$ cat src/rtl/ti4_pkg.sv
// Shared definitions for the ti4 nibble machine: memory geometry and the
// instruction-fetch state encoding used by ifetch, Mem and the decoder.
package ti4_pkg;

  localparam int ADDR_W = 5;
  localparam int DATA_W = 4;

  typedef enum logic [2:0] {
    IDLE     = 3'd0,
    OP_ADDR  = 3'd1,
    OP_DATA  = 3'd2,
    ARG_DATA = 3'd3,
    VALID    = 3'd4
  } fetch_state_t;

endpackage

$ cat src/rtl/ifetch.sv
// Two-nibble instruction fetcher: reads opcode and operand from a
// one-cycle-latency memory and offers them on a valid/ready port.
module ifetch
  import ti4_pkg::*;
#(
  parameter int ADDR_W = ti4_pkg::ADDR_W,
  parameter int DATA_W = ti4_pkg::DATA_W
) (
  input  logic              clk,
  input  logic              rst_n,
  input  logic              en,
  output logic [ADDR_W-1:0] mem_addr,
  output logic              mem_we,
  input  logic [DATA_W-1:0] mem_rdata,
  input  logic              jump_valid,
  input  logic [ADDR_W-1:0] jump_addr,
  output logic              instr_valid,
  input  logic              instr_ready,
  output logic [DATA_W-1:0] instr_opcode,
  output logic [DATA_W-1:0] instr_operand,
  output logic [ADDR_W-1:0] instr_pc,
  output fetch_state_t      state
);

  // Handshake: instr_valid rises only in VALID and then holds, with the
  // payload stable, until a cycle where instr_ready is also high; that
  // cycle transfers the instruction unless jump_valid is high too, in
  // which case the held instruction is dropped.

  logic [ADDR_W-1:0] pc;
  logic              handshake;

  assign handshake = instr_valid && instr_ready;
  assign mem_we    = 1'b0;

  // Operand address is presented while the opcode nibble is returning.
  always_comb begin
    mem_addr = pc;
    if (state == OP_DATA) mem_addr = pc + ADDR_W'(1);
  end

  always_ff @(posedge clk or negedge rst_n) begin
    if (!rst_n) begin
      state         <= IDLE;
      pc            <= '0;
      instr_valid   <= 1'b0;
      instr_opcode  <= '0;
      instr_operand <= '0;
      instr_pc      <= '0;
    end else if (jump_valid) begin
      pc          <= jump_addr;
      instr_valid <= 1'b0;
      if (state != IDLE || en) state <= OP_ADDR;
    end else begin
      case (state)
        IDLE: begin
          if (en) state <= OP_ADDR;
        end
        OP_ADDR: begin
          state <= OP_DATA;
        end
        OP_DATA: begin
          instr_opcode <= mem_rdata;
          state        <= ARG_DATA;
        end
        ARG_DATA: begin
          instr_operand <= mem_rdata;
          instr_pc      <= pc;
          instr_valid   <= 1'b1;
          state         <= VALID;
        end
        VALID: begin
          if (handshake) begin
            instr_valid <= 1'b0;
            pc          <= pc + ADDR_W'(2);
            state       <= en ? OP_ADDR : IDLE;
          end
        end
        default: begin
          state       <= IDLE;
          instr_valid <= 1'b0;
        end
      endcase
    end
  end

endmodule
$ cat config.mk
export PLATFORM = sky130hd
export DESIGN_NAME = ifetch
export DESIGN_NICKNAME = d
export VERILOG_FILES = /design/src/rtl/ti4_pkg.sv /design/src/rtl/ifetch.sv
export SDC_FILE = /design/constraint.sdc
export NUM_CORES = 1
export LEC_CHECK = 0
export CORE_MARGIN = 3
export CORE_UTILIZATION = 25
export DETAILED_ROUTE_END_ITERATION = 10
export DONT_BUFFER_PORTS = 1
export GPL_TIMING_DRIVEN = 0
export PLACE_DENSITY_LB_ADDON = 0.05
export SETUP_SLACK_MARGIN = 0.1
export SLEW_MARGIN = 40
export SYNTH_ARGS = -nofsm -noshare
export SYNTH_HDL_FRONTEND = slang
export SYNTH_SLANG_ARGS = --single-unit
$ cat constraint.sdc
create_clock -name clk -period 2 [get_ports clk]
set_input_delay 0.5 -clock clk [delete_from_list [all_inputs] [get_ports clk]]
set_output_delay 0.5 -clock clk [all_outputs]
set_load 0.01 [all_outputs]
; ---- Word-level counts from Yosys, hierarchy flattened
; Index checks and enable logic that the tools add are counted.
[totals]
elab_cells = 42
regBits = 22
output_inout_bits = 23
[classes]
n_eq_ne = 8
add_sub_neg = 2
mux = 13
reduce_logical = 12
bitwise = 1
[op_table]
columns = operator, count
row1 = $mux 5, 4
row2 = $pmux 3 s5, 1
row3 = $mux 3, 4
row4 = $reduce_and 2->1, 4
row5 = $eq 3x2->1 const B, 2
row6 = $ne 3x3->1 const B, 2
row7 = $add 5x1->5 const B, 1
row8 = $add 5x2->5 const B, 1
row9 = $ne 2x1->1 const B, 2
row10 = $reduce_bool 2->1, 2
row11 = $eq 3x1->1 const B, 1
row12 = $eq 3x3->1 const B, 1
row13 = $logic_not 3->1, 1
row14 = $mux 1, 3
row15 = $pmux 1 s3, 1
row16 = $reduce_and 3->1, 1
row17 = $reduce_bool 3->1, 1
row18 = $reduce_or 3->1, 1
row19 = $logic_and 1x1->1, 1
row20 = $logic_or 1x1->1, 1
row21 = $not 1->1, 1

; ---- Longest topological paths before layout
; Gate-level depths: netlist of the first run.
[logic_depth]
ltp_word = 4
depth_mapped = 4

; ---- Worst setup path after synthesis of the first run
; No wires, ideal clock.
[synth_path]
kind = reg-to-output
startpoint = reg state[1]
endpoint = out mem_addr[4]
t_arrival_ns = 1.297
path_slack_ns = 0.203
path_stages_with_launch = 5
n_path_buf = 1
cell_sequence = dfrtp_1 > buf_2 > nor3b_2 > nand4_1 > xnor2_1
[synth_between]
elab_chain_cells = 2
[synth_rtl]
columns = item, line_no
row1 = from (decl), ifetch.sv:22  ; output fetch_state_t state
row2 = from (signal assigned), ifetch.sv:76  ; state <= en ? OP_ADDR : IDLE;
row3 = $eq 3x2->1, ifetch.sv:39  ; if (state == OP_DATA) mem_addr = pc + ADDR_W'(1);
row4 = $mux 5, ifetch.sv:39
row5 = to (decl), ifetch.sv:12  ; output logic [ADDR_W-1:0] mem_addr,
; Every way passes these cells.

; ---- Final worst setup path of the first run
[layout_path]
startpoint = reg state[2]
endpoint = out mem_addr[1]
; Same word-level chain as after synthesis.

==> summary.md, run 1 <==
| Metric | Value |
|---|---|
| Setup violators final | `4` |
| DR vias/cell | `slightly below 5` |
| Max-cap violations | `0` |
| Syn Area/Cell | `12.0 sq um` |
| Post-synthesis sequential area ratio | `~50%` |
| LEAKAGE | `approximately 0.58 nW` |
| Unrepaired setup endpoints after global routing | `true` |
| Area leader, netlist | `dfrtp_1` |
| GRT Util Overall | `10.9%` |
| Final setup margin | `-0.0543 ns` |
| Worst-path maximum fanout | `4` |
| Worst Skew | `0.00141 ns` |
| Ports | `37` |
| Yosys Warn Count | `0` |
| CTS buffer count | `3` |
| Count of pins over their slew limit | `0` |
| Clk sink count | `22` |
| Critical path arrival | `about 1.6 ns` |
| Hold_ws | `around 0.20 ns` |
| Pre-CTS WS | `-0.0118 ns` |
| Vias in the first global route | `824` |
| First-pass GRT wire length | `roughly 4300 microns` |
| IO buf count | `0` |
| Tcrit/Tclk final | `103%` |
| Post-Syn Area | `about 0.0011 sq mm` |
| F_max | `~490 MHz` |
| Largest net degree at the start of global routing | `23` |
| Syn_nets | `approximately 110` |
| Gate Count Post-Synth | `around 90` |
| Post-synth cell types | `35` |
| Post-synth top flop | `dfrtp_1` |
| Synth Register Bits | `22` |
| Skew-Pair Late Insertion Delay | `roughly 0.26 ns` |
| Site Rows | `23` |
| Initial Utilization | `26.7%` |
| Clock slew at reported path FFs | `0.08 ns` |
| Period minus WS final | `just over 2 ns` |
| Antenna Violating Nets Remaining | `0` |
| CTS root buffer | `clkbuf_8` |
| Fillers | `423` |
| CP Capture Type | `output port` |
| Hold Crit Class | `in -> async` |
| # DRC | `0` |
| Final hold violations | `0` |
| CTS Buffer Depth | `2` |
| Pre-antenna DRT Iters | `4` |
| Die footprint | `~0.0053 sq mm` |
| Top cells by area, synth | `dfrtp_1 50%, mux2_2 15%, xnor2_1 3.2%` |
| P per Cell Area | `approximately 1300 mW/mm^2` |
| Crit path kind | `reg -> out` |
| Setup TNS | `-0.0801 ns` |
| Height of the die | `72.5 microns` |
| Post-synth top area share | `49.8%` |
| Max IR drop VDD | `0.625 mV` |
| Critical path startpoint category | `register` |
| Grt total ovfl | `0` |
| Final #Nets | `120` |
| Max_slew headroom | `around two thirds` |
| Routed WL | `2730 microns` |
| Placed Cells | `142` |
| Via Count | `747` |
| Synth async-reset ratio | `100%` |
| Core Region | `0.00414 sq mm` |
| Crit path required time | `around 1.5 ns` |
| EDFF count, synth | `0` |
| Avg WL per Cell | `~18 microns` |
| H-Tree Depth | `1` |
| Layout cells sized above 1 | `a little over two fifths` |
| Finished Core Util | `roughly 34%` |
| Failing checks | `setup timing` |
| Least-Margin Pin Slew | `between 0.5 and 0.6 ns` |
| Initial antenna violation count | `0` |
| Antenna Cells | `0` |
| Layout Cells excl Fill | `approximately 150` |
| Post-DP HPWL | `1890 microns` |
| Outcome | `complete, but fails checks` |
| CTS tree | `yes` |
| 1st-iter DRT viols | `23` |
| Chip Width | `~73 microns` |
| Final GP Congestion | `0.758` |
| Synth-to-layout area growth | `25.6%` |
==> what timing repair did <==
| action | 4_1_cts | 5_1_grt |
|---|---|---|
| setup endpoints to repair | 5 | 5 |
| resized for setup | 14 | 6 |
| hold buffers | 1 | 0 |
| pin swaps | 3 | 5 |
| buffers inserted | 5 | 1 |
| hold endpoints to repair | 22 | 0 |
==> stage by stage <==
stage          total power (W)  area, sq um
5_1_grt                0.00197         1390
4_1_cts                0.00185         1360
2_1_floorplan          0.00117         1110
6_report               0.00185         1390
3_5_place_dp           0.00129         1170
3_3_place_gp           0.00127         1170
==> report_power, final <==
group          leakage [nW]  internal, W  switching, W  total (W)
combinational         0.275     0.000343      0.000254   0.000597
sequential            0.266     0.000618      0.000220   0.000838
clock                0.0357     0.000267      0.000144   0.000411
==> flip-flops by register name, indices dropped and copies added, names as in the netlist <==
register,cells
instr_operand,4
instr_opcode,4
instr_valid,1
pc,5
state,3
instr_pc,5
==> cell type report <==
| type | count | area [sq um] | share of cell area (%) |
|---|---|---|---|
| repair buffers | 7 | 57.6 | 4.14 |
| clock inverters | 1 | 30.0 | 2.16 |
| plain buffers | 6 | 50.0 | 3.60 |
| multi-input cells | 63 | 591 | 42.5 |
| flip-flops and latches | 22 | 553 | 39.8 |
| clock buffers | 3 | 41.3 | 2.97 |
| well taps | 50 | 62.6 | 4.50 |
| inverters | 1 | 3.75 | 0.270 |
==> path summary, 6_finish.rpt <==
check | depth (start not counted) | endpoint | startpoint | slack, ns
max in group asynchronous | 1 | state[2]$_DFFE_PN0P_ | rst_n | 1.43
worst min-delay path | 1 | instr_valid$_DFFE_PN0P_ | rst_n | 0.20
worst max register to register | 5 | instr_operand[1]$_DFFE_PN0P_ | state[2]$_DFFE_PN0P_ | 0.27
min in group clk | 2 | pc[3]$_DFFE_PN0P_ | jump_addr[3] | 0.36
worst max-delay path | 4 | mem_addr[1] | state[2]$_DFFE_PN0P_ | -0.05
worst min register to register | 1 | instr_pc[2]$_DFFE_PN0P_ | instr_pc[2]$_DFFE_PN0P_ | 0.58
==> cells by family after synthesis <==
family / share of synthesized area (%)
and+or+nand+nor: 17.1
DFF: 49.8
muxes: 15.3
AOI/OAI and AO/OA: 8.15
buffers and inverters: 3.17
xor gates and xnor gates: 3.96
adders and majority gates: 2.26
other: 0.339
==> synthesized netlist by cell type, drive strengths merged, types with 2 or more instances <==
cell     n
buf      5
nand2    7
nor3b    2
ha       2
o21ai    3
a21oi    2
o311ai   2
nand3    4
mux2    15
nor4b    2
xnor2    4
and2     2
dfrtp   22
==> worst max-delay path, stage by stage, from the launching register on <==
cell     delay (ns)
dfrtp_2        0.45
buf_6          0.13
nor3b_4        0.26
buf_6          0.14
mux2_4         0.31
==> per-layer routing <==
layer,up-vias,GRT usage (%),share of wire [%]
met1,365,12.8,42
met5,-,0,0
li1,354,-,-
met3,2,4.16,7.7
met4,0,1.84,0.81
met2,26,19.1,49
==> cells in the final DEF (no fill, tap or decap), types with 3 or more instances in the layout <==
cell,instances
buf_4,5
buf_6,5
clkbuf_8,3
dfrtp_1,20
mux2_2,14
nand2_1,6
nand3_1,4
o21ai_0,3
No activity file was read; power rests on OpenSTA's default activity.
==> run 2, diff against run 1 <==
==> constraint.sdc (replaced) <==
create_clock -name clk -period 2 [get_ports clk]
set_input_delay 0.2 -clock clk [delete_from_list [all_inputs] [get_ports clk]]
set_output_delay 0.2 -clock clk [all_outputs]
set_load 0.01 [all_outputs]
==> run 2 against run 1 <==
  * The run now ends clean
  * Design area down 6.6%
  * Power down 5.7%
  * Setup slack better by 0.24 ns
  * Clock-buffer cell count unchanged
  * Routed wire length down 3.7%
  * Worst hold slack worse by 0.13 ns
  * Die area unchanged
  * Largest cell class is now flip-flops and latches
==> summary.md, run 2 (synthesis results as in run 1) <==
| Metric | Value |
|---|---|
| Max_slew headroom | `~65%` |
| Worst Skew | `0.00133 ns` |
| Clock slew at reported path FFs | `about 0.080 ns` |
| Final GP Congestion | `0.758` |
| Final hold violations | `0` |
| Pre-antenna DRT Iters | `4` |
| Site Rows | `23` |
| Core Region | `0.00414 sq mm` |
| CTS buffer count | `3` |
| IO buf count | `0` |
| Setup TNS | `0 ns` |
| Least-Margin Pin Slew | `just over 0.5 ns` |
| Outcome | `finished clean` |
| Max Used Layer | `met4` |
| Antenna Violating Nets Remaining | `0` |
| Initial antenna violation count | `0` |
| Hold_ws | `0.0634 ns` |
| Critical path arrival | `around 1.6 ns` |
| Crit path required time | `1.80 ns` |
| P per Cell Area | `between 1000 and 1500 mW/mm^2` |
| LEAKAGE | `around 0.52 nW` |
| Hold Crit Class | `in -> reg` |
| Max IR drop VDD | `about 0.62 mV` |
| 1st-iter DRT viols | `29` |
| Tcrit/Tclk final | `between 90% and 100%` |
| Pre-CTS WS | `0.288 ns` |
| Met2 WL | `around 1300 microns` |
| Post-DP HPWL | `around 1900 microns` |
| Via Count | `around 700` |
| Routed length on met1 | `about 1100 microns` |
| Clk sink count | `22` |
| Layout cells sized above 1 | `35.7%` |
| Unrepaired setup endpoints after global routing | `false` |
| Vias in the first global route | `roughly 800` |
| CTS Buffer Depth | `2` |
| Die footprint | `roughly 0.0053 sq mm` |
| WL met3 | `around 200 microns` |
| Post-CTS Setup Inserts | `0` |
| Antenna Cells | `0` |
| Period minus WS final | `1.82 ns` |
| Synth-to-layout area growth | `17.3%` |
| Grt total ovfl | `0` |
| H-Tree Depth | `1` |
| # DRC | `0` |
| Count of pins over their slew limit | `0` |
| Finished Core Util | `about 31%` |
| Max-cap violations | `0` |
| Height of the die | `72.5 microns` |
| Avg WL per Cell | `~18 microns` |
| Top flop regs | `instr_pc x5, pc x5` |
| F_max | `between 500 and 600 MHz` |
| Skew-Pair Late Insertion Delay | `0.26 ns` |
| DR vias/cell | `roughly 5` |
| Chip Width | `about 73 microns` |
| Crit path kind | `reg -> out` |
| Worst-path maximum fanout | `10` |
| Initial Utilization | `between 20% and 30%` |
| Commonest non-fill, non-tap cells in the layout | `20 x dfrtp_1, 15 x mux2_2, 7 x nand2_1` |
| Setup violators final | `0` |
| Routed WL | `between 2000 and 3000 microns` |
| Ports | `37` |
| Largest net degree at the start of global routing | `23` |
| CTS tree | `yes` |
| CP Capture Type | `output port` |
| Leading cell type in the layout, fill and taps excluded | `dfrtp_1` |
| Final setup margin | `0.184 ns` |
| First-pass GRT wire length | `roughly 4200 microns` |
| Critical path startpoint category | `register` |
| CTS root buffer | `clkbuf_8` |
| GRT Util Overall | `a little over a tenth` |
| Final #Nets | `between 100 and 150` |
==> run 2: cell count changes in the layout (fill, tap and decap cells not counted), sizes merged <==
cell,change
dlygate4sd3,+1
buf,-6
==> run 2: worst paths after layout <==
kind,startpoint,to,slack (ns),depth (start not counted)
max reg2reg,state[2]$_DFFE_PN0P_,instr_operand[1]$_DFFE_PN0P_,0.41,4
min,jump_addr[3],pc[3]$_DFFE_PN0P_,0.06,2
min in group asynchronous,rst_n,instr_valid$_DFFE_PN0P_,0.45,2
max in group asynchronous,rst_n,state[2]$_DFFE_PN0P_,1.17,2
min reg2reg,instr_pc[3]$_DFFE_PN0P_,instr_pc[3]$_DFFE_PN0P_,0.58,1
max,state[0]$_DFFE_PN0P_,mem_addr[4],0.18,4
==> run 2: final cells by class <==
class	instances	area, sq um
Sequential cell	22	553
Multi-Input combinational cell	63	542
Timing Repair Buffer	2	15.0
Inverter	1	3.75
Buffer	6	50.0
Clock inverter	1	30.0
Tap cell	50	62.6
Fill cell	438	2850
Clock buffer	3	41.3
==> run 2: per-layer routing <==
layer  up-vias  GRT usage (%)
li1        346              -
met1       347           12.9
met2        26           17.9
met3         2           4.02
met4         0           1.84
met5         -              0
==> run 2: through the flow <==
stage          total power, W  area (sq um)  instances
3_5_place_dp          0.00129          1170        142
4_1_cts               0.00173          1260        147
3_3_place_gp          0.00127          1170        142
2_1_floorplan         0.00117          1110         92
5_1_grt               0.00186          1300        148
6_report              0.00174          1300        148
==> run 2: what timing repair did <==
item | 4_1_cts | 5_1_grt
pin swaps | 0 | 3
hold buffers | 1 | 1
resized for setup | 2 | 12
endpoints found under the setup margin | 4 | 4
endpoints found under the hold margin | 22 | 22
==> run 2: where the power goes <==
part | internal [W] | switching (W) | leakage, nW
logic | 0.000270 | 0.000225 | 0.219
registers | 0.000618 | 0.000217 | 0.266
clock network | 0.000267 | 0.000144 | 0.0357
total | 0.00116 | 0.000586 | 0.521
==> run 2: critical path: stages, from the launching register on <==
cell     delay, ns
dfrtp_2       0.45
buf_6         0.16
nor3b_4       0.30
nand4_1       0.19
xnor2_2       0.25
